**config.mk**
```make
export PLATFORM = sky130hd
export DESIGN_NAME = uart_tx_arbiter_flat
export DESIGN_NICKNAME = d
export VERILOG_FILES = /design/src/rtl/uart_pkg.sv /design/src/rtl/uart_tx_arbiter_if.sv /design/src/rtl/uart_tx_arbiter_rr_pick.sv /design/src/rtl/uart_tx_arbiter.sv /design/src/flat_wrapper.sv
export SDC_FILE = /design/constraint.sdc
export NUM_CORES = 1
export LEC_CHECK = 0
export BUFFER_PORTS_ARGS = -buffer_cell sky130_fd_sc_hd__buf_4
export CAP_MARGIN = 20
export CORE_MARGIN = 4
export CORE_UTILIZATION = 52
export CTS_CLUSTER_SIZE = 14
export DETAILED_ROUTE_END_ITERATION = 8
export GPL_TIMING_DRIVEN = 0
export HOLD_SLACK_MARGIN = 0.1
export PLACE_DENSITY = 0.77
export SYNTH_ARGS = -nofsm -noshare
export SYNTH_HDL_FRONTEND = slang
export SYNTH_SLANG_ARGS = --single-unit
```
**constraint.sdc**
```tcl
create_clock -name clk -period 3.9 [get_ports clk]
set_clock_uncertainty 0.1 [all_clocks]
set_input_delay 0 -clock clk [delete_from_list [all_inputs] [get_ports clk]]
set_output_delay 0 -clock clk [all_outputs]
set_load 0.1 [all_outputs]
```
**src/rtl/uart_pkg.sv**
```systemverilog
// Purpose: shared UART definitions (arbiter FSM encoding, default byte width, pointer helper).
// Latency: n/a (declarations only).
// Backpressure: n/a.
package uart_pkg;

    localparam int D_BIT_DEF = 8;

    // Arbiter FSM encoding; kept as plain constants so older UART blocks can reuse it.
    localparam logic [1:0] ST_IDLE  = 2'd0;
    localparam logic [1:0] ST_START = 2'd1;
    localparam logic [1:0] ST_BUSY  = 2'd2;

    // Round-robin pointer step: v+1 wrapped at n.
    function automatic logic [2:0] wrap_inc(input logic [2:0] v, input int n);
        if (int'(v) >= n - 1) begin
            return 3'd0;
        end
        return v + 3'd1;
    endfunction

endpackage

```
**src/rtl/uart_tx_arbiter_if.sv**
```systemverilog
// Purpose: bundle of requester handshake and UART transmitter signals for uart_tx_arbiter.
// Latency: n/a (wires only).
// Backpressure: requesters hold req and data until ack; the transmitter paces via tx_done_tick.
// Ports: req/req_data/ack (requester side), err/busy/grant_idx (status),
//        tx_start_n/tx_data/tx_done_tick (transmitter side).
//        slave = arbiter view, master = requester/transmitter environment view.
interface uart_tx_arbiter_if #(
    parameter int N_REQ = 4,
    parameter int D_BIT = uart_pkg::D_BIT_DEF
);
    logic [N_REQ-1:0]       req;
    logic [N_REQ*D_BIT-1:0] req_data;
    logic [N_REQ-1:0]       ack;
    logic                   err;
    logic                   busy;
    logic [2:0]             grant_idx;
    logic                   tx_start_n;
    logic [D_BIT-1:0]       tx_data;
    logic                   tx_done_tick;

    modport slave (
        input  req, req_data, tx_done_tick,
        output ack, err, busy, grant_idx, tx_start_n, tx_data
    );

    modport master (
        output req, req_data, tx_done_tick,
        input  ack, err, busy, grant_idx, tx_start_n, tx_data
    );
endinterface

```
**src/rtl/uart_tx_arbiter_rr_pick.sv**
```systemverilog
// Purpose: wrapped priority search: first set req bit at or above ptr, wrapping past N_REQ-1.
// Latency: combinational.
// Backpressure: none; vld low when no request is pending.
// Ports: req (request levels), ptr (search start), idx (winner), vld (any request).
module rr_pick #(
    parameter int N_REQ = 4
) (
    input  logic [N_REQ-1:0] req,
    input  logic [2:0]       ptr,
    output logic [2:0]       idx,
    output logic             vld
);

    // Zero-extended to 8 so a 3-bit position indexes it exactly for any N_REQ.
    logic [7:0] req_ext;
    logic [3:0] pos;

    assign req_ext = 8'(req);

    // Walk offsets from farthest to nearest so the nearest hit is written last and wins.
    always_comb begin
        idx = 3'd0;
        vld = 1'b0;
        pos = 4'd0;
        for (int off = N_REQ - 1; off >= 0; off--) begin
            pos = {1'b0, ptr} + 4'(off);
            if (pos >= 4'(N_REQ)) begin
                pos = pos - 4'(N_REQ);
            end
            if (req_ext[pos[2:0]]) begin
                idx = pos[2:0];
                vld = 1'b1;
            end
        end
    end

endmodule

```
**src/rtl/uart_tx_arbiter.sv**
```systemverilog
// Purpose: round-robin arbiter sharing one UART transmitter among N_REQ byte requesters.
// Latency: req seen in IDLE -> tx_start_n low the next cycle; ack one cycle after tx_done_tick.
// Backpressure: requesters hold req until ack; a stalled transmitter is aborted after TIMEOUT cycles (err).
// Ports: clk, rst_n (async active-low), bus (uart_tx_arbiter_if.slave: req/req_data in,
//        ack/err/busy/grant_idx out, tx_start_n/tx_data out, tx_done_tick in).
module uart_tx_arbiter
    import uart_pkg::*;
#(
    parameter int D_BIT   = D_BIT_DEF,
    parameter int N_REQ   = 4,
    parameter int TIMEOUT = 2 ** 20
) (
    input  logic                clk,
    input  logic                rst_n,
    uart_tx_arbiter_if.slave    bus
);

    localparam int CNT_W = $clog2(TIMEOUT);

    logic [1:0]       state;
    logic [2:0]       ptr;
    logic [CNT_W-1:0] cnt;
    logic [2:0]       pick_idx;
    logic             pick_vld;
    logic [7:0]       ack_hot;

    rr_pick #(.N_REQ(N_REQ)) u_rr_pick (
        .req (bus.req),
        .ptr (ptr),
        .idx (pick_idx),
        .vld (pick_vld)
    );

    assign ack_hot = 8'b1 << bus.grant_idx;

    always_ff @(posedge clk or negedge rst_n) begin
        if (!rst_n) begin
            state          <= ST_IDLE;
            ptr            <= 3'd0;
            cnt            <= '0;
            bus.ack        <= '0;
            bus.err        <= 1'b0;
            bus.busy       <= 1'b0;
            bus.grant_idx  <= 3'd0;
            bus.tx_start_n <= 1'b1;
            bus.tx_data    <= '0;
        end else begin
            // Pulse outputs fall back to idle unless a state below asserts them.
            bus.ack        <= '0;
            bus.err        <= 1'b0;
            bus.tx_start_n <= 1'b1;
            case (state)
                ST_IDLE: begin
                    // tx_done_tick is deliberately not looked at here.
                    if (pick_vld) begin
                        state          <= ST_START;
                        bus.grant_idx  <= pick_idx;
                        bus.tx_data    <= bus.req_data[int'(pick_idx)*D_BIT +: D_BIT];
                        bus.tx_start_n <= 1'b0;
                        bus.busy       <= 1'b1;
                    end
                end
                ST_START: begin
                    state <= ST_BUSY;
                    cnt   <= '0;
                end
                ST_BUSY: begin
                    // Completion beats timeout when both land on the same cycle.
                    if (bus.tx_done_tick) begin
                        bus.ack  <= ack_hot[N_REQ-1:0];
                        ptr      <= wrap_inc(bus.grant_idx, N_REQ);
                        state    <= ST_IDLE;
                        bus.busy <= 1'b0;
                    end else if (cnt == CNT_W'(TIMEOUT - 1)) begin
                        bus.err  <= 1'b1;
                        ptr      <= wrap_inc(bus.grant_idx, N_REQ);
                        state    <= ST_IDLE;
                        bus.busy <= 1'b0;
                    end else begin
                        cnt <= cnt + 1'b1;
                    end
                end
                default: begin
                    state    <= ST_IDLE;
                    bus.busy <= 1'b0;
                end
            endcase
        end
    end

endmodule

```
**src/flat_wrapper.sv**
```systemverilog
// flat-port wrapper written by rule: the top's interface ports become plain ports
module uart_tx_arbiter_flat import uart_pkg::*;
#(
    parameter int D_BIT   = D_BIT_DEF,
    parameter int N_REQ   = 4,
    parameter int TIMEOUT = 2 ** 20
)
  (clk, rst_n, bus_req, bus_req_data, bus_tx_done_tick, bus_ack, bus_err, bus_busy, bus_grant_idx, bus_tx_start_n, bus_tx_data);
  uart_tx_arbiter_if #(.N_REQ(N_REQ), .D_BIT(D_BIT)) bus_i ();
  input  logic clk;
  input  logic rst_n;
  input wire logic [$bits(bus_i.req)-1:0] bus_req;
  input wire logic [$bits(bus_i.req_data)-1:0] bus_req_data;
  input wire logic [$bits(bus_i.tx_done_tick)-1:0] bus_tx_done_tick;
  output wire logic [$bits(bus_i.ack)-1:0] bus_ack;
  output wire logic [$bits(bus_i.err)-1:0] bus_err;
  output wire logic [$bits(bus_i.busy)-1:0] bus_busy;
  output wire logic [$bits(bus_i.grant_idx)-1:0] bus_grant_idx;
  output wire logic [$bits(bus_i.tx_start_n)-1:0] bus_tx_start_n;
  output wire logic [$bits(bus_i.tx_data)-1:0] bus_tx_data;
  assign bus_i.req = bus_req;
  assign bus_i.req_data = bus_req_data;
  assign bus_i.tx_done_tick = bus_tx_done_tick;
  assign bus_ack = bus_i.ack;
  assign bus_err = bus_i.err;
  assign bus_busy = bus_i.busy;
  assign bus_grant_idx = bus_i.grant_idx;
  assign bus_tx_start_n = bus_i.tx_start_n;
  assign bus_tx_data = bus_i.tx_data;
  uart_tx_arbiter #(.D_BIT(D_BIT), .N_REQ(N_REQ), .TIMEOUT(TIMEOUT)) u_core (.clk(clk), .rst_n(rst_n), .bus(bus_i));
endmodule
```
==> flow_results.xml <==
<?xml version="1.0" encoding="UTF-8"?>
<metrics>
  <group name="yosys">
    <metric name="postSynthRegisterBits" unit="">43</metric>
    <metric name="synth_area_per_cell" unit="sq um">10.0</metric>
    <metric name="yosysWarnings" unit="">0</metric>
    <metric name="synth_sequential_area_ratio" unit="">0.432</metric>
    <metric name="dominantRegCellSynth" unit="">dfrtp_1</metric>
    <metric name="postSynthCellCount" unit="">248</metric>
    <metric name="synth_async_sr_flop_share" unit="">1.00</metric>
    <metric name="synth_edf_count" unit="">0</metric>
    <metric name="post_synth_num_cell_types" unit="">47</metric>
    <metric name="netlist_area" unit="sq um">2490</metric>
    <metric name="synthesis.nets" unit="">295</metric>
  </group>
  <group name="timing">
    <metric name="hold_violations" unit="">0</metric>
    <metric name="transition_time_of_the_tightest_slew_check_pin" unit="ns">0.723</metric>
    <metric name="fin_crit_sh" unit="">0.897</metric>
    <metric name="grt_setup_unrepaired" unit="">false</metric>
    <metric name="fin_crit" unit="ns">3.50</metric>
    <metric name="timing.final.max_slew_violations" unit="">0</metric>
    <metric name="fmax" unit="GHz">0.286</metric>
    <metric name="fin_hold_ws" unit="ns">0.120</metric>
    <metric name="report.final.setup_viol" unit="">0</metric>
    <metric name="relSlewSlack" unit="">0.514</metric>
    <metric name="setup_tns" unit="ns">0</metric>
  </group>
  <group name="floorplanning">
    <metric name="area_enclosed_by_the_die_boundary" unit="sq um">5960</metric>
    <metric name="die_w" unit="um">77.2</metric>
    <metric name="num_io_pins" unit="">57</metric>
    <metric name="die_h" unit="um">77.2</metric>
    <metric name="rows" unit="">24</metric>
    <metric name="initial_utilization" unit="">0.553</metric>
    <metric name="area_of_the_core" unit="sq um">4500</metric>
  </group>
  <group name="route">
    <metric name="wl_per_cell" unit="um">15.7</metric>
    <metric name="dr_total_vias" unit="">2226</metric>
    <metric name="drt_first_iter_violations" unit="">134</metric>
    <metric name="drt-vias-per-instance" unit="">5.61</metric>
    <metric name="detail_route.first_pass.iterations" unit="">5</metric>
    <metric name="drt-total-wl" unit="um">6250</metric>
    <metric name="post-route-drc-count" unit="">0</metric>
    <metric name="drtAntennaViolNets" unit="">0</metric>
  </group>
  <group name="critical_path">
    <metric name="critical_path.endpoint_type" unit="">flip-flop</metric>
    <metric name="worst-endpoint-required" unit="ns">4.00</metric>
    <metric name="r2r-start" unit="">u_core.ptr[0]</metric>
    <metric name="r2r-end" unit="">u_core.bus.tx_data[2]</metric>
    <metric name="worstPathMaxFanout" unit="">9</metric>
    <metric name="worst-endpoint-arrival" unit="ns">3.60</metric>
    <metric name="r2r_slack" unit="ns">0.40</metric>
    <metric name="criticalPathCategory" unit="">flip-flop to flip-flop</metric>
    <metric name="reg2regPathDepth" unit="">10</metric>
    <metric name="timing.critical_path.from_type" unit="">flip-flop</metric>
  </group>
  <group name="cells_and_area">
    <metric name="area_growth_syn_to_layout" unit="%">36.3</metric>
    <metric name="commonest_non_fill_non_tap_cells_in_the_layout" unit="">buf_4, dfrtp_1, dlygate4sd3_1, nor2_1, mux2i_1</metric>
    <metric name="fillerInstances" unit="">304</metric>
    <metric name="layout_cell_share_with_drive_strength_beyond_1" unit="">0.246</metric>
    <metric name="layout.cells.most_common" unit="">buf_4</metric>
    <metric name="antenna_cells" unit="">0</metric>
    <metric name="layout.area.seq" unit="sq um">1080</metric>
    <metric name="multiInputGateArea" unit="sq um">1290</metric>
    <metric name="design.final.nets" unit="">391</metric>
  </group>
  <group name="grt">
    <metric name="vias_in_the_first_global_route" unit="">2274</metric>
    <metric name="grt_antenna_before_repair" unit="">0</metric>
    <metric name="total_grt_usage" unit="">0.227</metric>
    <metric name="grt_first_pass_wirelength" unit="um">10900</metric>
    <metric name="grt_start_max_net_pins" unit="">44</metric>
    <metric name="grt.overflow.total" unit="">0</metric>
  </group>
  <group name="worst_hold_path">
    <metric name="worst_min_path_class" unit="">input port to flip-flop</metric>
    <metric name="worstHoldPathCells" unit="">5</metric>
    <metric name="timing.hold.worst.start" unit="">bus_req_data[24]</metric>
    <metric name="min_delay_worst_endpoint" unit="">u_core.bus.tx_data[0]</metric>
  </group>
  <group name="pwr">
    <metric name="peak_vdd_ir" unit="uV">587</metric>
    <metric name="p_leak" unit="nW">1.52</metric>
    <metric name="fin_total_pwr" unit="mW">2.50</metric>
    <metric name="power_per_cell_area" unit="nW/um^2">735</metric>
  </group>
  <group name="clock_tree">
    <metric name="worstSkewPairLatency" unit="ns">0.29</metric>
    <metric name="numCtsBuffers" unit="">5</metric>
    <metric name="clk_pin_slew" unit="ns">0.08</metric>
    <metric name="cts_max_level" unit="">2</metric>
    <metric name="cts_max_path_buffers" unit="">2</metric>
    <metric name="cts-root-buf" unit="">clkbuf_8</metric>
    <metric name="tritoncts" unit="">done</metric>
    <metric name="clock_sink_count" unit="">43</metric>
  </group>
  <group name="job">
    <metric name="cap_violations" unit="">0</metric>
  </group>
  <group name="run_status">
    <metric name="status" unit="">complete, no violations</metric>
  </group>
  <group name="placed_design">
    <metric name="port_buffers" unit="">56</metric>
    <metric name="post-dp-hpwl" unit="um">4000</metric>
    <metric name="gpl.final_weighted_congestion" unit="">0.889</metric>
  </group>
</metrics>
[where the power goes]
part | switching (mW) | leakage (nW) | internal (mW)
logic | 1.05 | 0.923 | 0.524
registers | 0.0955 | 0.559 | 0.554
clock network | 0.144 | 0.0385 | 0.127
total | 1.29 | 1.52 | 1.20
[cell families (layout without fill, tap and decap cells)]
kind of cell / Yosys count / in the layout / share of synthesized area
muxes: 22 / 22 / 0.0989
AOI/OAI and AO/OA: 39 / 39 / 0.135
and+or+nand+nor: 94 / 94 / 0.196
adders and majority gates: 8 / 8 / 0.0402
xor gates and xnor gates: 14 / 14 / 0.0492
DFF: 43 / 43 / 0.432
buffers and inverters: 28 / 125 / 0.0482
[final cells by class]
| class | count | area share |
|---|---|---|
| clock buffers | 7 | 0.0225 |
| flip-flops and latches | 43 | 0.317 |
| well taps | 52 | 0.0192 |
| plain buffers | 10 | 0.0155 |
| clock inverters | 1 | 0.00221 |
| repair buffers | 90 | 0.223 |
| inverters | 17 | 0.0188 |
| multi-input cells | 177 | 0.381 |
[registers in the layout, indices dropped and copies added, names as in the netlist, 2 cells and up]
register,flops
u_core.bus.tx_data,8
u_core.cnt,20
u_core.bus.grant_idx,3
u_core.state,2
u_core.bus.ack,4
u_core.ptr,3
[critical path, cell delays in order, from the launching register on]
cell and delay (ns):
dfrtp_1 0.35, buf_4 0.18, inv_1 0.10, ha_1 0.41
mux4_2 0.55, nand2_2 0.10, or4b_4 0.51, a21oi_4 0.18
mux2i_1 0.09, dlygate4sd3_1 0.59, a221oi_2 0.26
[stage by stage]
stage / instances / area, sq um / utilization / setup WS [ns]
2_1_floorplan: 248 / 2490 / - / 0.741
3_3_place_gp: 356 / 2980 / 0.661 / 0.423
3_5_place_dp: 356 / 2980 / 0.661 / 0.389
4_1_cts: 397 / 3390 / 0.753 / 0.0553
5_1_grt: 397 / 3400 / 0.754 / 0.221
6_report: 397 / 3400 / 0.754 / 0.401
[layer usage]
layer	GRT usage	wire (um)
met5	0	0
met1	0.282	2580
met2	0.381	3090
met3	0.0515	416
met4	0.0907	166
[what timing repair did]
item / in CTS / in global routing
endpoints found under the hold margin: 56 / 0
resized for setup: 0 / 1
setup endpoints to repair: 0 / 1
hold buffers: 33 / 0
setup buffers: 0 / 1
[worst max path at each step]
| stage | start | cells after the start | slack, ns | endpoint |
|---|---|---|---|---|
| after global placement | u_core.ptr[1] | 10 | 0.42 | u_core.bus.tx_data[6] |
| after global routing | u_core.ptr[0] | 10 | 0.22 | u_core.bus.tx_data[2] |
| final | u_core.ptr[0] | 10 | 0.40 | u_core.bus.tx_data[2] |
| after floorplan | u_core.ptr[1] | 10 | 0.74 | u_core.bus.tx_data[6] |
| after detailed placement | u_core.ptr[1] | 10 | 0.39 | u_core.bus.tx_data[6] |
| after CTS | u_core.ptr[1] | 10 | 0.06 | u_core.bus.tx_data[2] |
[synthesized netlist by cell type (all sizes together) (5+ instances only)]
library cell / n / area, sq um
mux2i: 19 / 190
o21ai: 9 / 45.0
a221oi: 7 / 105
buf: 5 / 33.8
nand2: 15 / 58.8
nand3: 10 / 50.1
nor2: 27 / 101
clkbuf: 6 / 22.5
inv: 17 / 63.8
nor3: 10 / 50.1
ha: 8 / 100
nor4: 7 / 58.8
dfrtp: 42 / 1050
xnor2: 14 / 123
Note: power is estimated with default switching activity, not from simulation.
